**src/rtl/vx_reduce_sched_pkg.sv**
```systemverilog
// rtl/vx_reduce_sched_pkg.sv - shared states, widths and sizing helpers for the reduce scheduler
package vx_reduce_sched_pkg;

   localparam int RS_STATE_W         = 2;
   localparam int RS_NUM_REQS_DEF    = 4;
   localparam int RS_DATAW_DEF       = 64;
   localparam int RS_MAX_PACKETS_DEF = 4;

   // Lock lifecycle: arbitrate, one bubble, forward the owner's packets, wait for commit.
   typedef enum logic [RS_STATE_W-1:0] {
      RS_IDLE   = 2'd0,
      RS_GRANT  = 2'd1,
      RS_STREAM = 2'd2,
      RS_DRAIN  = 2'd3
   } rs_state_e;

   // Requester index width; never narrower than one bit.
   function automatic int rs_idx_w(input int num_reqs);
      return (num_reqs <= 1) ? 1 : $clog2(num_reqs);
   endfunction

   // Packet counter width able to represent 0..max_packets.
   function automatic int rs_cnt_w(input int max_packets);
      return (max_packets <= 1) ? 1 : $clog2(max_packets + 1);
   endfunction

endpackage

```
**src/rtl/vx_reduce_sched_if.sv**
```systemverilog
// rtl/vx_reduce_sched_if.sv - requester, reduce-unit and commit handshakes of the reduce scheduler
interface vx_reduce_sched_if #(
   parameter int NUM_REQS = 4,
   parameter int DATAW    = 64
);
   logic [NUM_REQS-1:0]            req_valid;
   logic [NUM_REQS-1:0][DATAW-1:0] req_data;
   logic [NUM_REQS-1:0]            req_sop;
   logic [NUM_REQS-1:0]            req_eop;
   logic [NUM_REQS-1:0]            req_ready;

   logic                           red_valid;
   logic                           red_sop;
   logic                           red_eop;
   logic [DATAW-1:0]               red_data;
   logic                           red_ready;

   logic                           cmt_fire;
   logic                           cmt_eop;

   // Scheduler side.
   modport slave (
      input  req_valid, req_data, req_sop, req_eop,
      output req_ready,
      output red_valid, red_sop, red_eop, red_data,
      input  red_ready,
      input  cmt_fire, cmt_eop
   );

   // Issue slots plus reduce unit side.
   modport master (
      output req_valid, req_data, req_sop, req_eop,
      input  req_ready,
      input  red_valid, red_sop, red_eop, red_data,
      output red_ready,
      output cmt_fire, cmt_eop
   );
endinterface

```
**src/rtl/vx_reduce_sched_rr_select.sv**
```systemverilog
// rtl/vx_reduce_sched_rr_select.sv - round-robin pick of the first eligible requester at or after a pointer
module vx_reduce_sched_rr_select
   import vx_reduce_sched_pkg::*;
#(
   parameter  int NUM_REQS = RS_NUM_REQS_DEF,
   localparam int IDXW     = rs_idx_w(NUM_REQS)
) (
   input  logic [NUM_REQS-1:0] eligible,
   input  logic [IDXW-1:0]     ptr,
   output logic [IDXW-1:0]     idx,
   output logic                valid
);

   // Walk the ring starting at ptr (inclusive); the first eligible slot wins.
   always_comb begin
      idx   = '0;
      valid = 1'b0;
      for (int i = 0; i < NUM_REQS; i++) begin
         int              cand;
         logic [IDXW-1:0] cand_idx;
         cand = int'(ptr) + i;
         if (cand >= NUM_REQS) begin
            cand = cand - NUM_REQS;
         end
         cand_idx = IDXW'(cand);
         if (!valid && eligible[cand_idx]) begin
            valid = 1'b1;
            idx   = cand_idx;
         end
      end
   end

endmodule

```
**src/rtl/vx_reduce_sched.sv**
```systemverilog
// rtl/vx_reduce_sched.sv - issue-slot arbiter holding a reduction lock in front of the reduce unit
module vx_reduce_sched
   import vx_reduce_sched_pkg::*;
#(
   parameter  int NUM_REQS    = RS_NUM_REQS_DEF,
   parameter  int DATAW       = RS_DATAW_DEF,
   parameter  int MAX_PACKETS = RS_MAX_PACKETS_DEF,
   localparam int IDXW        = rs_idx_w(NUM_REQS)
) (
   input  logic             clk,
   input  logic             reset,
   vx_reduce_sched_if.slave bus,
   output logic             busy,
   output logic [IDXW-1:0]  grant_idx,
   output logic             err_overflow
);

   localparam int              CNTW     = rs_cnt_w(MAX_PACKETS);
   localparam logic [CNTW-1:0] PKT_LAST = CNTW'(MAX_PACKETS - 1);
   localparam logic [IDXW-1:0] IDX_LAST = IDXW'(NUM_REQS - 1);

   rs_state_e           state_q, state_d;
   logic [IDXW-1:0]     grant_q, grant_d;
   logic [IDXW-1:0]     rr_ptr_q, rr_ptr_d;
   logic [CNTW-1:0]     pkt_cnt_q, pkt_cnt_d;
   logic                err_q, err_d;

   logic [NUM_REQS-1:0] eligible;
   logic [IDXW-1:0]     win_idx;
   logic                win_valid;

   logic                own_valid;
   logic                own_sop;
   logic                own_eop;
   logic [DATAW-1:0]    own_data;
   logic                red_hs;
   logic                commit_done;
   logic [NUM_REQS-1:0] req_ready_c;
   logic                red_valid_c;
   logic                busy_c;

   // Only a requester presenting the first packet of a reduction may take the lock.
   assign eligible = bus.req_valid & bus.req_sop;

   vx_reduce_sched_rr_select #(
      .NUM_REQS (NUM_REQS)
   ) u_rr_select (
      .eligible (eligible),
      .ptr      (rr_ptr_q),
      .idx      (win_idx),
      .valid    (win_valid)
   );

   // The reduce-unit port is a pure mux of the lock owner's inputs; nothing is buffered.
   assign own_valid   = bus.req_valid[grant_q];
   assign own_sop     = bus.req_sop[grant_q];
   assign own_eop     = bus.req_eop[grant_q];
   assign own_data    = bus.req_data[grant_q];
   assign red_hs      = (state_q == RS_STREAM) && own_valid && bus.red_ready;
   assign commit_done = bus.cmt_fire && bus.cmt_eop;

   // Next-state, lock bookkeeping and handshake outputs; reset forces the handshakes quiet.
   always_comb begin
      state_d     = state_q;
      grant_d     = grant_q;
      rr_ptr_d    = rr_ptr_q;
      pkt_cnt_d   = pkt_cnt_q;
      err_d       = err_q;
      req_ready_c = '0;
      red_valid_c = 1'b0;
      busy_c      = (state_q != RS_IDLE) && !reset;

      unique case (state_q)
         RS_IDLE: begin
            if (win_valid) begin
               grant_d = win_idx;
               state_d = RS_GRANT;
            end
         end
         RS_GRANT: begin
            pkt_cnt_d = '0;
            state_d   = RS_STREAM;
         end
         RS_STREAM: begin
            if (!reset) begin
               red_valid_c          = own_valid;
               req_ready_c[grant_q] = bus.red_ready;
            end
            if (red_hs) begin
               if (own_eop) begin
                  pkt_cnt_d = '0;
                  state_d   = RS_DRAIN;
               end else if (pkt_cnt_q == PKT_LAST) begin
                  // A reduction that never ends must not hold the lock forever.
                  pkt_cnt_d = '0;
                  err_d     = 1'b1;
                  state_d   = RS_DRAIN;
               end else begin
                  pkt_cnt_d = pkt_cnt_q + CNTW'(1);
               end
            end
         end
         RS_DRAIN: begin
            if (commit_done) begin
               rr_ptr_d = (grant_q == IDX_LAST) ? '0 : grant_q + IDXW'(1);
               grant_d  = '0;
               state_d  = RS_IDLE;
            end
         end
         default: begin
            state_d = RS_IDLE;
         end
      endcase
   end

   // State register with synchronous reset that abandons any reduction in flight.
   always_ff @(posedge clk) begin
      if (reset) begin
         state_q   <= RS_IDLE;
         grant_q   <= '0;
         rr_ptr_q  <= '0;
         pkt_cnt_q <= '0;
         err_q     <= 1'b0;
      end else begin
         state_q   <= state_d;
         grant_q   <= grant_d;
         rr_ptr_q  <= rr_ptr_d;
         pkt_cnt_q <= pkt_cnt_d;
         err_q     <= err_d;
      end
   end

   assign bus.req_ready = req_ready_c;
   assign bus.red_valid = red_valid_c;
   assign bus.red_sop   = own_sop;
   assign bus.red_eop   = own_eop;
   assign bus.red_data  = own_data;
   assign busy          = busy_c;
   assign grant_idx     = grant_q;
   assign err_overflow  = err_q;

endmodule
```
**src/flat_wrapper.sv**
```systemverilog
// flat-port wrapper written by rule: the top's interface ports become plain ports
module vx_reduce_sched_flat import vx_reduce_sched_pkg::*;
#(
   parameter  int NUM_REQS    = RS_NUM_REQS_DEF,
   parameter  int DATAW       = RS_DATAW_DEF,
   parameter  int MAX_PACKETS = RS_MAX_PACKETS_DEF,
   localparam int IDXW        = rs_idx_w(NUM_REQS)
)
  (clk, reset, busy, grant_idx, err_overflow, bus_req_valid, bus_req_data, bus_req_sop, bus_req_eop, bus_req_ready, bus_red_valid, bus_red_sop, bus_red_eop, bus_red_data, bus_red_ready, bus_cmt_fire, bus_cmt_eop);
  vx_reduce_sched_if #(.NUM_REQS(NUM_REQS), .DATAW(DATAW)) bus_i ();
  input  logic clk;
  input  logic reset;
  output logic busy;
  output logic [IDXW-1:0] grant_idx;
  output logic err_overflow;
  input wire logic [$bits(bus_i.req_valid)-1:0] bus_req_valid;
  input wire logic [$bits(bus_i.req_data)-1:0] bus_req_data;
  input wire logic [$bits(bus_i.req_sop)-1:0] bus_req_sop;
  input wire logic [$bits(bus_i.req_eop)-1:0] bus_req_eop;
  output wire logic [$bits(bus_i.req_ready)-1:0] bus_req_ready;
  output wire logic [$bits(bus_i.red_valid)-1:0] bus_red_valid;
  output wire logic [$bits(bus_i.red_sop)-1:0] bus_red_sop;
  output wire logic [$bits(bus_i.red_eop)-1:0] bus_red_eop;
  output wire logic [$bits(bus_i.red_data)-1:0] bus_red_data;
  input wire logic [$bits(bus_i.red_ready)-1:0] bus_red_ready;
  input wire logic [$bits(bus_i.cmt_fire)-1:0] bus_cmt_fire;
  input wire logic [$bits(bus_i.cmt_eop)-1:0] bus_cmt_eop;
  assign bus_i.req_valid = bus_req_valid;
  assign bus_i.req_data = bus_req_data;
  assign bus_i.req_sop = bus_req_sop;
  assign bus_i.req_eop = bus_req_eop;
  assign bus_req_ready = bus_i.req_ready;
  assign bus_red_valid = bus_i.red_valid;
  assign bus_red_sop = bus_i.red_sop;
  assign bus_red_eop = bus_i.red_eop;
  assign bus_red_data = bus_i.red_data;
  assign bus_i.red_ready = bus_red_ready;
  assign bus_i.cmt_fire = bus_cmt_fire;
  assign bus_i.cmt_eop = bus_cmt_eop;
  vx_reduce_sched #(.NUM_REQS(NUM_REQS), .DATAW(DATAW), .MAX_PACKETS(MAX_PACKETS)) u_core (.clk(clk), .reset(reset), .bus(bus_i), .busy(busy), .grant_idx(grant_idx), .err_overflow(err_overflow));
endmodule
```
**config.mk**
```make
export PLATFORM = sky130hd
export DESIGN_NAME = vx_reduce_sched_flat
export DESIGN_NICKNAME = d
export VERILOG_FILES = /design/src/rtl/vx_reduce_sched_pkg.sv /design/src/rtl/vx_reduce_sched_if.sv /design/src/rtl/vx_reduce_sched_rr_select.sv /design/src/rtl/vx_reduce_sched.sv /design/src/flat_wrapper.sv
export SDC_FILE = /design/constraint.sdc
export NUM_CORES = 1
export LEC_CHECK = 0
export BUFFER_PORTS_ARGS = -buffer_cell sky130_fd_sc_hd__buf_2
export CORE_AREA = 5 5 134 136
export DETAILED_ROUTE_END_ITERATION = 12
export DIE_AREA = 0 0 139 141
export PLACE_DENSITY = 0.47
export SYNTH_ARGS = -nofsm -noshare
export SYNTH_HDL_FRONTEND = slang
export SYNTH_HIERARCHICAL = 1
export SYNTH_SLANG_ARGS = --single-unit
export TNS_END_PERCENT = 50
```
**constraint.sdc**
```tcl
create_clock -name clk -period 3.9 [get_ports clk]
set_input_delay 0.39 -clock clk [delete_from_list [all_inputs] [get_ports clk]]
set_output_delay 0.39 -clock clk [all_outputs]
set_load 0.02 [all_outputs]
```
* Word-level counts from Yosys, hierarchy flattened *
Cells that the tools add are included.

cells by class
  add/sub/neg operators = 9
  order comparisons = 10
  equal/unequal tests = 9
  muxes and demuxes = 47
  bitwise gates (word level) = 3
  reduce and logical (&&, ||, !) cells = 21

operators with widths
  operator             number
  $bmux 64 s2          1
  $mux 64              1
  $mux 2               15
  $lt 2x3->1 const B   5
  $bmux 1 s2           7
  $mux 1               14
  $ge 3x3->1 const B   3
  $mux 3               3
  $and 4x4->4          2
  $logic_and 1x1->1    8
  $mux 4               2
  $pmux 2 s4           1
  $reduce_and 4->1     2
  $sub 2x1->2 const B  4
  $add 2x2->3 const B  2
  $eq 2x2->1 const B   3
  $pmux 3 s2           1
  $reduce_bool 2->1    3
  $logic_not 1->1      4
  $ne 2x1->1 const B   2
  $pmux 2 s2           1
  $reduce_and 2->1     2
  $add 2x1->3 const B  1
  $add 3x1->3 const B  1
  11 further kinds     11

word-level totals
  flip-flop bits (word level) = 10
  input port bits = 273
  output and inout port bits = 75
  word-level logic and storage cells = 104

* Logic depth before layout (Yosys ltp) *
Gate-level depths: netlist of run 1.

  depth after elaboration = 16
  gate-level depth with buffers = 7
  mapped depth without buffers = 7

* Modules after synthesis *
The synthesis of run 1 kept the hierarchy.

modules (own cells, without submodules)
  module                     instances  cells an instance  area each (um2)  seq. area each (um2)
  vx_reduce_sched            1          164                2255.9           200.2
  vx_reduce_sched_rr_select  1          15                 77.6             0.0

* Worst setup path before layout of run 1 *
Ideal clock, no wire load.

  kind = reg2out
  start = register u_core.grant_q[0] (netlist: u_core/grant_idx[0])
  end = output bus_red_data[36]
  data arrival time = 1.846 ns
  required time = 3.510 ns
  path slack = 1.664 ns
  cell stages (with the launch flop) = 5
  path buffers = 3
  cells stage by stage = dfxtp_1 -> buf_6 -> buf_2 -> buf_2 -> mux4_2

between the ends
  word-level cells in the longest chain between the ends = 2

RTL lines
  item                           line                    text
  start: declaration             vx_reduce_sched.sv:23   logic [IDXW-1:0] grant_q, grant_d;
  start signal: assignment       vx_reduce_sched.sv:126  grant_q <= grant_d;
  $bmux 64 s2                    vx_reduce_sched.sv:58   assign own_data = bus.req_data[grant_q];
  $mux 64 (not written as such)  vx_reduce_sched.sv:58
  end: declaration               flat_wrapper.sv:24      output wire logic [$bits(bus_i.red_data)-1:0] bus_red_data;

Every way passes these cells. The select of a mux whose other input is x is not followed.

* Final worst setup path of run 1 *
  start = register u_core.grant_q[0] (netlist: u_core/grant_idx[0])
  end = output bus_red_data[33]

Same word-level chain as after synthesis.

==> impl_metrics.py, run 1 <==
metrics = {
    "grt": {
        "grt_pass1_vias": 3583,
        "grt_pass1_wl_mm": 20.7,
        "antenna_found_initial": 3,
        "grt_use_total": 0.132,
        "grt_max_degree": 39,
        "grt_overflow_total": 0,
    },
    "final_layout": {
        "nets": 799,
        "fill_cells": 1856,
        "design_area_sq_um": 4390,
        "postLayoutCoreUtil": 0.261,
        "drive_gt1_frac": 0.823,
        "multi_input_area_sq_um": 2010,
        "regArea_sq_um": 208,
        "final_cells": 743,
        "area_growth_pct": 88.3,
    },
    "placement": {
        "postPlaceCellArea_sq_um": 4310,
        "dp.cells": 736,
        "gp_congestion": 0.948,
        "dp_slack_ps": 1580,
        "place.detailed.hpwl_mm": 13.1,
        "port_buffers": 347,
    },
    "routing": {
        "vias_per_cell": 4.43,
        "drt_iter0_drc": 121,
        "drc_errors": 0,
        "vias": 3290,
        "drt_first_pass_iters": 4,
        "ant_nets": 0,
        "wire_per_inst_um": 19.2,
        "finalWirelength_mm": 14.3,
    },
    "logic_synthesis": {
        "syn-num-nets": 462,
        "syn_inst": 179,
        "avgSynthCellArea_sq_um": 13.0,
        "yosysWarnings": 6,
        "seq_area_frac_synth": 0.0858,
        "syn-cell-area_sq_um": 2330,
        "synth-seq-cells": 10,
        "ys_types": 35,
    },
    "worst_setup_path": {
        "worst_ep_arrival_time_ps": 2130,
        "cpPeakStageDelay_ps": 750,
        "worstRegToRegCells": 4,
        "cp_num_buf_inv": 2,
        "crit_chain": "buf_12 > mux4_2 > buf_2",
        "worstSetupPathType": "reg2out",
        "crit_family": "flip-flops",
        "critPathCaptureType": "output pin",
        "r2r-start": "u_core/grant_idx[0]",
        "setup.worst_path.start_class": "flop",
        "cp.required_ps": 3510,
        "critPathSlowestCell": "dfxtp_4",
        "timing.rr.end": "u_core/pkt_cnt_q[0]",
        "path_max_fanout": 38,
        "r2r_setup_slack_ps": 1720,
    },
    "timing": {
        "fin_ws_ps": 1380,
        "maxSlewHeadroom": 0.550,
        "hold_viol": 0,
        "setup-tns-final_ps": 0,
        "tightest_slew_ps": 675,
        "timing.hold.ws_ps": 459,
        "drv_slew": 0,
        "clock_skew_ps": 2.00,
        "rsz0062_at_grt": "no",
        "finalSetupViolCount": 0,
        "period_share": 0.646,
        "fin_crit_ps": 2520,
        "fmax_mhz": 397,
    },
    "pwr": {
        "p_per_area_nw_per_um2": 295,
        "clkPwrFrac": 0.144,
        "p_switching_mw": 0.580,
        "power.internal_mw": 0.715,
        "power.total_mw": 1.30,
        "peakVddDrop_uv": 132,
        "switching_share": 0.448,
        "pwr-share-comb": 0.722,
        "p_seq_frac": 0.134,
        "leakagePower_nw": 2.13,
    },
    "floorplanning": {
        "floorplan.initialDensity": 0.139,
        "floorplan.die.height_um": 141,
        "die-area_sq_um": 19600,
        "io_pins": 348,
        "die_w_um": 139,
        "rows": 48,
        "core_sq_um": 16800,
    },
    "clocking": {
        "clock_latency_ps": 240,
        "cts-root-buf": "clkbuf_16",
        "post_cts_buffers": 0,
        "hold_buffers": 0,
        "h-tree-depth": 1,
        "cts_tree": "yes",
        "cts_made_buffers": 3,
        "clk_pin_slew_ps": 40,
        "cts.sink_count": 10,
        "clockBufferDepth": 2,
        "cts_resized": 0,
    },
    "worst_hold_path": {
        "min_from": "u_core/pkt_cnt_q[1]",
        "whs_endpoint": "u_core/pkt_cnt_q[1]",
        "holdPathStages": 2,
        "hold_class": "reg2reg",
    },
    "status": {
        "status": "finished clean",
    },
    "flow_run": {
        "cap_viol_max_count": 0,
    },
}
## cells by family after synthesis
kind of cell / share of synthesized area
AND/OR/NAND/NOR: 0.0944
flip-flops: 0.0858
adder cells (fa/ha/maj): 0.0536
multiplexers: 0.651
AO/OA/AOI/OAI: 0.0638
buffers and inverters: 0.0515
## Yosys cell counts
| library cell | number | share of area |
|---|---|---|
| a211oi_1 | 1 | 0.0032 |
| nor3_1 | 2 | 0.0043 |
| a41oi_1 | 1 | 0.0038 |
| nor2b_1 | 3 | 0.0080 |
| nand2b_4 | 1 | 0.0059 |
| dfxtp_1 | 10 | 0.086 |
| nand3_1 | 2 | 0.0043 |
| o21ai_0 | 4 | 0.0086 |
| nand2_1 | 5 | 0.0080 |
| buf_6 | 1 | 0.0048 |
| and3b_1 | 1 | 0.0038 |
| nand4_1 | 1 | 0.0027 |
| clkbuf_1 | 9 | 0.014 |
| a221o_1 | 1 | 0.0043 |
| inv_2 | 1 | 0.0016 |
| or2_2 | 1 | 0.0027 |
| buf_1 | 1 | 0.0016 |
| nand2b_1 | 2 | 0.0054 |
| and2_1 | 4 | 0.011 |
| nor2_1 | 10 | 0.016 |
| a31oi_1 | 2 | 0.0054 |
| ha_1 | 10 | 0.054 |
| mux4_2 | 67 | 0.65 |
| o221ai_1 | 1 | 0.0038 |
| a21oi_1 | 9 | 0.019 |
| a21boi_0 | 1 | 0.0032 |
| buf_2 | 6 | 0.013 |
| o211a_1 | 2 | 0.0086 |
| and3_1 | 5 | 0.013 |
| o311ai_0 | 1 | 0.0038 |
| or4_1 | 1 | 0.0032 |
| nand3b_1 | 1 | 0.0032 |
| mux2i_1 | 1 | 0.0043 |
| nor4_1 | 1 | 0.0027 |
| inv_1 | 10 | 0.016 |
## cell type report
class,instances,area share
multi-input combinational,141,0.458
timing repair buffer,349,0.401
clock buffer,4,0.0179
antenna,3,0.00171
sequential,10,0.0473
tap,225,0.0641
inverter,11,0.00940
## metal layers
| layer | part of all wire | vias up | GRT usage | routed length [um] |
|---|---|---|---|---|
| met5 | 0 | - | 0 | 0 |
| li1 | - | 1451 | - | - |
| met2 | 0.51 | 264 | 0.239 | 7260 |
| met3 | 0.12 | 13 | 0.0438 | 1640 |
| met4 | 0.015 | 0 | 0.0330 | 219 |
| met1 | 0.36 | 1562 | 0.150 | 5140 |
## cells in the final DEF, fill, tap and decap left out, types with 2 or more instances in the layout
cell type | Yosys | routed
dfxtp_4 | 0 | 2
and2_1 | 4 | 4
ha_1 | 10 | 10
a31oi_1 | 2 | 2
nor2b_1 | 3 | 3
a21oi_1 | 9 | 9
dfxtp_1 | 10 | 8
nand2b_1 | 2 | 2
inv_1 | 10 | 10
nor3_1 | 2 | 2
buf_2 | 6 | 347
mux4_2 | 67 | 67
nand3_1 | 2 | 2
nand2_1 | 5 | 5
clkbuf_16 | 0 | 3
o211a_1 | 2 | 2
o21ai_0 | 4 | 4
nor2_1 | 10 | 10
and3_1 | 5 | 5
diode_2 | 0 | 3
## worst register-to-register path: cells and delay by family (launching register included)
family	cells	cell delay (ps)
AO/OA/AOI/OAI	1	130
flip-flops	1	750
AND/OR/NAND/NOR	2	570
multiplexers	1	660
## worst max path at each step
stage | to | cells past startpoint | from | slack (ps)
finish | bus_red_data[33] | 3 | u_core/grant_idx[0] | 1380
global route | bus_red_data[33] | 3 | u_core/grant_idx[0] | 1200
CTS | bus_red_data[19] | 3 | u_core/grant_idx[0] | 1330
detailed placement | bus_red_data[33] | 3 | u_core/grant_idx[0] | 1580
global placement | bus_red_data[19] | 3 | u_core/grant_idx[0] | 1610
floorplan | bus_red_data[36] | 4 | u_core/grant_idx[0] | 1660
## power groups by stage
stage / clock (mW) / combinational, mW / sequential (mW)
after floorplan: 0 / 0.633 / 0.133
after global placement: 0 / 0.926 / 0.175
after detailed placement: 0 / 0.941 / 0.178
after CTS: 0.190 / 0.945 / 0.175
after global routing: 0.194 / 1.01 / 0.182
final: 0.186 / 0.935 / 0.173
## registers in the layout, indices dropped and copies added (netlist names)
signal and count:
u_core/pkt_cnt_q 3, u_core/grant_idx 2, u_core/rr_ptr_q 2, u_core/state_q 2, u_core/err_overflow 1
Note: power is estimated with default switching activity, not from simulation.
==> run 2, diff against run 1 <==
--- a/config.mk
+++ b/config.mk
@@ -6,10 +6,10 @@
 export NUM_CORES = 1
 export LEC_CHECK = 0
 export BUFFER_PORTS_ARGS = -buffer_cell sky130_fd_sc_hd__buf_2
-export CORE_AREA = 5 5 134 136
+export CORE_AREA = 5 5 132 134
 export DETAILED_ROUTE_END_ITERATION = 12
-export DIE_AREA = 0 0 139 141
-export PLACE_DENSITY = 0.47
+export DIE_AREA = 0 0 137 139
+export PLACE_DENSITY = 0.48
 export SYNTH_ARGS = -nofsm -noshare
 export SYNTH_HDL_FRONTEND = slang
 export SYNTH_HIERARCHICAL = 1
==> constraint.sdc (replaced) <==
create_clock -name clk -period 2.45 [get_ports clk]
set_input_delay 0.245 -clock clk [delete_from_list [all_inputs] [get_ports clk]]
set_output_delay 0.245 -clock clk [all_outputs]
set_load 0.02 [all_outputs]
==> run 2 against run 1 <==
  * Total power is 61% higher
  * Combinational power increased by 65%
  * Final cell count down 0.94%
  * Highest routed layer unchanged
  * Non-clock buffer count grew 1
  * Worst hold slack got worse by 110 ps
==> impl_metrics.py, run 2 (synthesis results as in run 1) <==
metrics = {
    "routing": {
        "vias": 3242,
        "drt_iter0_drc": 79,
        "wire_per_inst_um": 17.3,
        "highest_layer": "met4",
        "wl_met2_mm": 6.94,
        "vias_per_cell": 4.40,
        "finalWirelength_mm": 12.7,
        "drc_errors": 0,
        "wl_met3_mm": 1.58,
        "drt_first_pass_iters": 4,
        "drt-met1-wl_mm": 4.03,
        "ant_nets": 0,
    },
    "flow_run": {
        "cap_viol_max_count": 0,
    },
    "placement": {
        "port_buffers": 347,
        "gp_congestion": 0.922,
        "dp_slack_ps": 576,
        "place.detailed.hpwl_mm": 11.2,
        "postPlaceCellArea_sq_um": 4330,
        "dp.cells": 732,
    },
    "pwr": {
        "power.internal_mw": 1.15,
        "power.total_mw": 2.08,
        "p_switching_mw": 0.932,
        "switching_share": 0.448,
        "p_seq_frac": 0.117,
        "peakVddDrop_uv": 219,
        "pwr-share-comb": 0.740,
        "clkPwrFrac": 0.143,
        "leakagePower_nw": 2.14,
        "p_per_area_nw_per_um2": 472,
    },
    "final_layout": {
        "design_area_sq_um": 4410,
        "regArea_sq_um": 208,
        "final_common_cell": "buf_2",
        "mostFrequentLayoutCells": "buf_2, mux4_2, inv_1, nor2_1, ha_1",
        "postLayoutCoreUtil": 0.273,
        "antenna-diode-count": 0,
        "drive_gt1_frac": 0.824,
        "fill_cells": 1702,
        "largest-register": "u_core/pkt_cnt_q",
        "largest_register_ffs": 3,
        "final_cells": 736,
        "multi_input_area_sq_um": 2010,
        "area_growth_pct": 89.1,
        "nets": 800,
    },
    "worst_setup_path": {
        "setup.worst_path.start_class": "flop",
        "path_max_fanout": 41,
        "r2r_setup_slack_ps": 550,
        "worst_ep_arrival_time_ps": 1780,
        "cp.required_ps": 2200,
        "critPathCaptureType": "output pin",
        "worstSetupPathType": "reg2out",
    },
    "grt": {
        "grt_max_degree": 42,
        "grt_use_total": 0.121,
        "antenna_found_initial": 0,
        "grt_overflow_total": 0,
        "grt_pass1_wl_mm": 18.6,
        "grt_pass1_vias": 3607,
    },
    "clocking": {
        "clock_latency_ps": 240,
        "cts_made_buffers": 3,
        "cts_tree": "yes",
        "cts-root-buf": "clkbuf_16",
        "clk_pin_slew_ps": 40,
        "post_cts_buffers": 0,
        "h-tree-depth": 1,
        "hold_buffers": 0,
        "clockBufferDepth": 2,
        "cts.sink_count": 10,
        "cts_resized": 0,
    },
    "timing": {
        "tightest_slew_ps": 482,
        "drv_slew": 0,
        "fin_ws_ps": 421,
        "timing.hold.ws_ps": 346,
        "clock_skew_ps": 4.27,
        "fin_crit_ps": 2030,
        "rsz0062_at_grt": "no",
        "maxSlewHeadroom": 0.679,
        "setup-tns-final_ps": 0,
        "period_share": 0.828,
        "finalSetupViolCount": 0,
        "fmax_mhz": 493,
        "hold_viol": 0,
    },
    "floorplanning": {
        "io_pins": 348,
        "core_sq_um": 16200,
        "die-area_sq_um": 19000,
        "floorplan.die.height_um": 139,
        "die_w_um": 137,
        "floorplan.initialDensity": 0.144,
        "rows": 47,
    },
    "worst_hold_path": {
        "hold_class": "in2reg",
    },
    "status": {
        "status": "finished clean",
    },
}
[run 2: cell count changes in the layout (fill, tap and decap cells not counted)]
| cell | delta |
|---|---|
| clkinv_1 | +1 |
| buf_12 | +2 |
| diode_2 | -3 |
| buf_4 | -1 |
| clkbuf_1 | -1 |
[run 2: cell type report]
class | instances | area share
inverter | 11 | 0.00936
clock buffer | 3 | 0.0170
timing repair buffer | 350 | 0.407
clock inverter | 1 | 0.000851
sequential | 10 | 0.0471
tap | 220 | 0.0624
multi-input combinational | 141 | 0.456
[run 2: worst paths after layout]
path,start,to,depth (start not counted)
setup / recovery,u_core/grant_idx[1],bus_red_data[14],3
hold / removal,reset,u_core/grant_idx[0],2
setup reg to reg,u_core/grant_idx[1],u_core/state_q[1],3
hold reg to reg,u_core/pkt_cnt_q[1],u_core/pkt_cnt_q[1],2
[run 2: power by group through the flow]
| stage | Sequential, mW | Clock, mW | Combinational [mW] |
|---|---|---|---|
| global placement | 0.242 | 0 | 1.55 |
| global route | 0.251 | 0.310 | 1.67 |
| detailed placement | 0.248 | 0 | 1.55 |
| finish | 0.243 | 0.297 | 1.54 |
| floorplan | 0.212 | 0 | 1.01 |
| CTS | 0.245 | 0.301 | 1.57 |
[run 2: critical path: stages (launching register included)]
cell,delay [ps]
dfxtp_4,650
buf_12,290
mux4_2,370
buf_2,180
[run 2: per-layer routing]
| layer | vias to the layer above | GRT usage |
|---|---|---|
| li1 | 1443 | - |
| met1 | 1537 | 0.124 |
| met2 | 248 | 0.246 |
| met3 | 14 | 0.0261 |
| met4 | 0 | 0.0215 |
| met5 | - | 0 |
==> run 3, diff against run 2 <==
--- a/config.mk
+++ b/config.mk
@@ -5,11 +5,12 @@
 export SDC_FILE = /design/constraint.sdc
 export NUM_CORES = 1
 export LEC_CHECK = 0
+export ABC_AREA = 1
 export BUFFER_PORTS_ARGS = -buffer_cell sky130_fd_sc_hd__buf_2
-export CORE_AREA = 5 5 132 134
+export CORE_AREA = 5 5 133 135
 export DETAILED_ROUTE_END_ITERATION = 12
-export DIE_AREA = 0 0 137 139
-export PLACE_DENSITY = 0.48
+export DIE_AREA = 0 0 138 140
+export PLACE_DENSITY = 0.51
 export SYNTH_ARGS = -nofsm -noshare
 export SYNTH_HDL_FRONTEND = slang
 export SYNTH_HIERARCHICAL = 1
==> constraint.sdc (replaced) <==
create_clock -name clk -period 2.1 [get_ports clk]
set_input_delay 0.21 -clock clk [delete_from_list [all_inputs] [get_ports clk]]
set_output_delay 0.21 -clock clk [all_outputs]
set_load 0.02 [all_outputs]
==> run 3 against run 2 <==
  * Synthesized cell count grew to 3.0 times the previous value
  * Critical path depth is 2 higher
  * Setup slack worse by 220 ps
  * Combinational power grew 120%
  * Non-clock buffer count grew 14
  * Critical path type unchanged
  * Largest power group unchanged
==> impl_metrics.py, run 3 <==
metrics = {
    "placement": {
        "gp_congestion": 0.884,
        "port_buffers": 347,
        "place.detailed.hpwl_mm": 13.4,
    },
    "pwr": {
        "leakagePower_nw": 2.61,
        "peakVddDrop_uv": 387,
        "power.total_mw": 4.10,
        "p_per_area_nw_per_um2": 832,
    },
    "worst_setup_path": {
        "r2r_setup_slack_ps": 240,
        "critPathSlowestCell": "dfxtp_4",
        "cpPeakStageDelay_ps": 360,
        "critPathCaptureType": "output pin",
        "crit_chain": "buf_12 > buf_4 > o21ai_0 > o22ai_1 > buf_2",
        "worstSetupPathType": "reg2out",
        "cp.required_ps": 1890,
        "path_max_fanout": 45,
        "worst_ep_arrival_time_ps": 1680,
        "setup.worst_path.start_class": "flop",
    },
    "clocking": {
        "h-tree-depth": 1,
        "cts.sink_count": 10,
        "hold_buffers": 0,
        "clock_latency_ps": 240,
        "cts-root-buf": "clkbuf_16",
        "clockBufferDepth": 2,
        "cts_made_buffers": 3,
        "post_cts_buffers": 0,
        "cts_resized": 0,
        "cts_tree": "yes",
        "clk_pin_slew_ps": 40,
    },
    "routing": {
        "vias": 4902,
        "wire_per_inst_um": 15.0,
        "finalWirelength_mm": 16.2,
        "drt_iter0_drc": 273,
        "ant_nets": 0,
        "drt_first_pass_iters": 5,
        "drc_errors": 0,
        "vias_per_cell": 4.53,
    },
    "floorplanning": {
        "die_w_um": 138,
        "floorplan.initialDensity": 0.174,
        "die-area_sq_um": 19300,
        "core_sq_um": 16300,
        "rows": 47,
        "floorplan.die.height_um": 140,
        "io_pins": 348,
    },
    "logic_synthesis": {
        "synth_area_leaders": "nor2_1, o21ai_0, o22ai_1, dfxtp_1, nand2_1",
        "avgSynthCellArea_sq_um": 5.27,
        "seq_area_frac_synth": 0.0705,
        "netlist.area_leader.share": 0.189,
        "async_flop_share": 0,
        "syn-cell-area_sq_um": 2840,
        "synth-main-ff-cell": "dfxtp_1",
        "synth_edf_count": 0,
        "synth_common_cells": "nor2_1, o21ai_0, o22ai_1",
        "syn_inst": 539,
        "syn-num-nets": 822,
        "yosysTopAreaCell": "nor2_1",
        "post-synth-top-count-cell": "nor2_1",
        "synth-seq-cells": 10,
        "ys_types": 29,
        "yosysWarnings": 6,
    },
    "flow_run": {
        "cap_viol_max_count": 0,
    },
    "timing": {
        "maxSlewHeadroom": 0.771,
        "clock_skew_ps": 3.77,
        "fin_crit_ps": 1890,
        "finalSetupViolCount": 0,
        "fmax_mhz": 528,
        "tightest_slew_ps": 340,
        "setup-tns-final_ps": 0,
        "rsz0062_at_grt": "no",
        "hold_viol": 0,
        "period_share": 0.902,
        "drv_slew": 0,
    },
    "final_layout": {
        "final_common_cell": "buf_2",
        "largest_register_ffs": 3,
        "antenna-diode-count": 0,
        "regArea_sq_um": 205,
        "area_growth_pct": 73.4,
        "multi_input_area_sq_um": 2310,
        "mostFrequentLayoutCells": "buf_2, nor2_1, o21ai_0",
        "nets": 1145,
        "drive_gt1_frac": 0.472,
        "largest-register": "u_core/pkt_cnt_q",
        "fill_cells": 1946,
    },
    "grt": {
        "grt_pass1_wl_mm": 24.7,
        "grt_use_total": 0.152,
        "antenna_found_initial": 0,
        "grt_pass1_vias": 4699,
        "grt_overflow_total": 0,
        "grt_max_degree": 72,
    },
    "worst_hold_path": {
        "hold_class": "in2reg",
    },
    "status": {
        "status": "finished clean",
    },
}
## run 3: cell count changes after synthesis, moves of 11 or more
cell	delta
mux4_2	-67
nor2_1	+133
o21ai_1	+33
o22ai_1	+65
o21ai_0	+98
nand2_2	+11
buf_2	+14
nand2_1	+44
clkbuf_1	+13
## run 3: final timing paths
path	from	to	cells after the start
min	reset	u_core/grant_idx[1]	2
max	u_core/grant_idx[0]	bus_red_data[3]	5
max reg2reg	u_core/rr_ptr_q[0]	u_core/grant_idx[0]	12
min reg2reg	u_core/pkt_cnt_q[2]	u_core/pkt_cnt_q[2]	2
## run 3: where the power goes
group | internal (mW) | total [mW] | leakage, nW | switching [mW]
Combinational | 1.22 | 3.43 | 2.48 | 2.21
Sequential | 0.239 | 0.281 | 0.0828 | 0.0421
Clock | 0.287 | 0.383 | 0.0442 | 0.0955
Total | 1.75 | 4.10 | 2.61 | 2.35
## run 3: area by class of cell
class / instances / share of cell area
Tap cell: 220 / 0.0559
Sequential cell: 10 / 0.0417
Clock buffer: 4 / 0.0180
Multi-Input combinational cell: 456 / 0.470
Timing Repair Buffer: 364 / 0.394
Inverter: 27 / 0.0211
## run 3: cell families after synthesis
| kind of cell | share of synthesized area |
|---|---|
| AOI/OAI and AO/OA | 0.402 |
| adders and majority gates | 0.0441 |
| buffers and inverters | 0.115 |
| DFF | 0.0705 |
| and+or+nand+nor | 0.368 |
## run 3: critical path: cells and delay by family, from the launching register on
family	cells	cell delay (ps)
DFF	1	360
AOI/OAI and AO/OA	2	370
buffers and inverters	3	690
## run 3: layer usage
layer,wire (um),vias up,global-route usage
met3,1200,12,0.0307
met5,0,-,0
met2,7890,224,0.268
met1,6960,2156,0.196
met4,168,0,0.0203
li1,-,2510,-
## run 3: stage by stage
stage	setup slack, ps	hold slack [ps]	utilization	std cells	instance area (sq um)
floorplan	386	417	-	539	2840
global placement	280	428	0.296	1077	4840
detailed placement	267	442	0.296	1077	4840
CTS	195	276	0.301	1081	4920
global route	101	291	0.301	1081	4920
finish	206	268	0.301	1081	4920
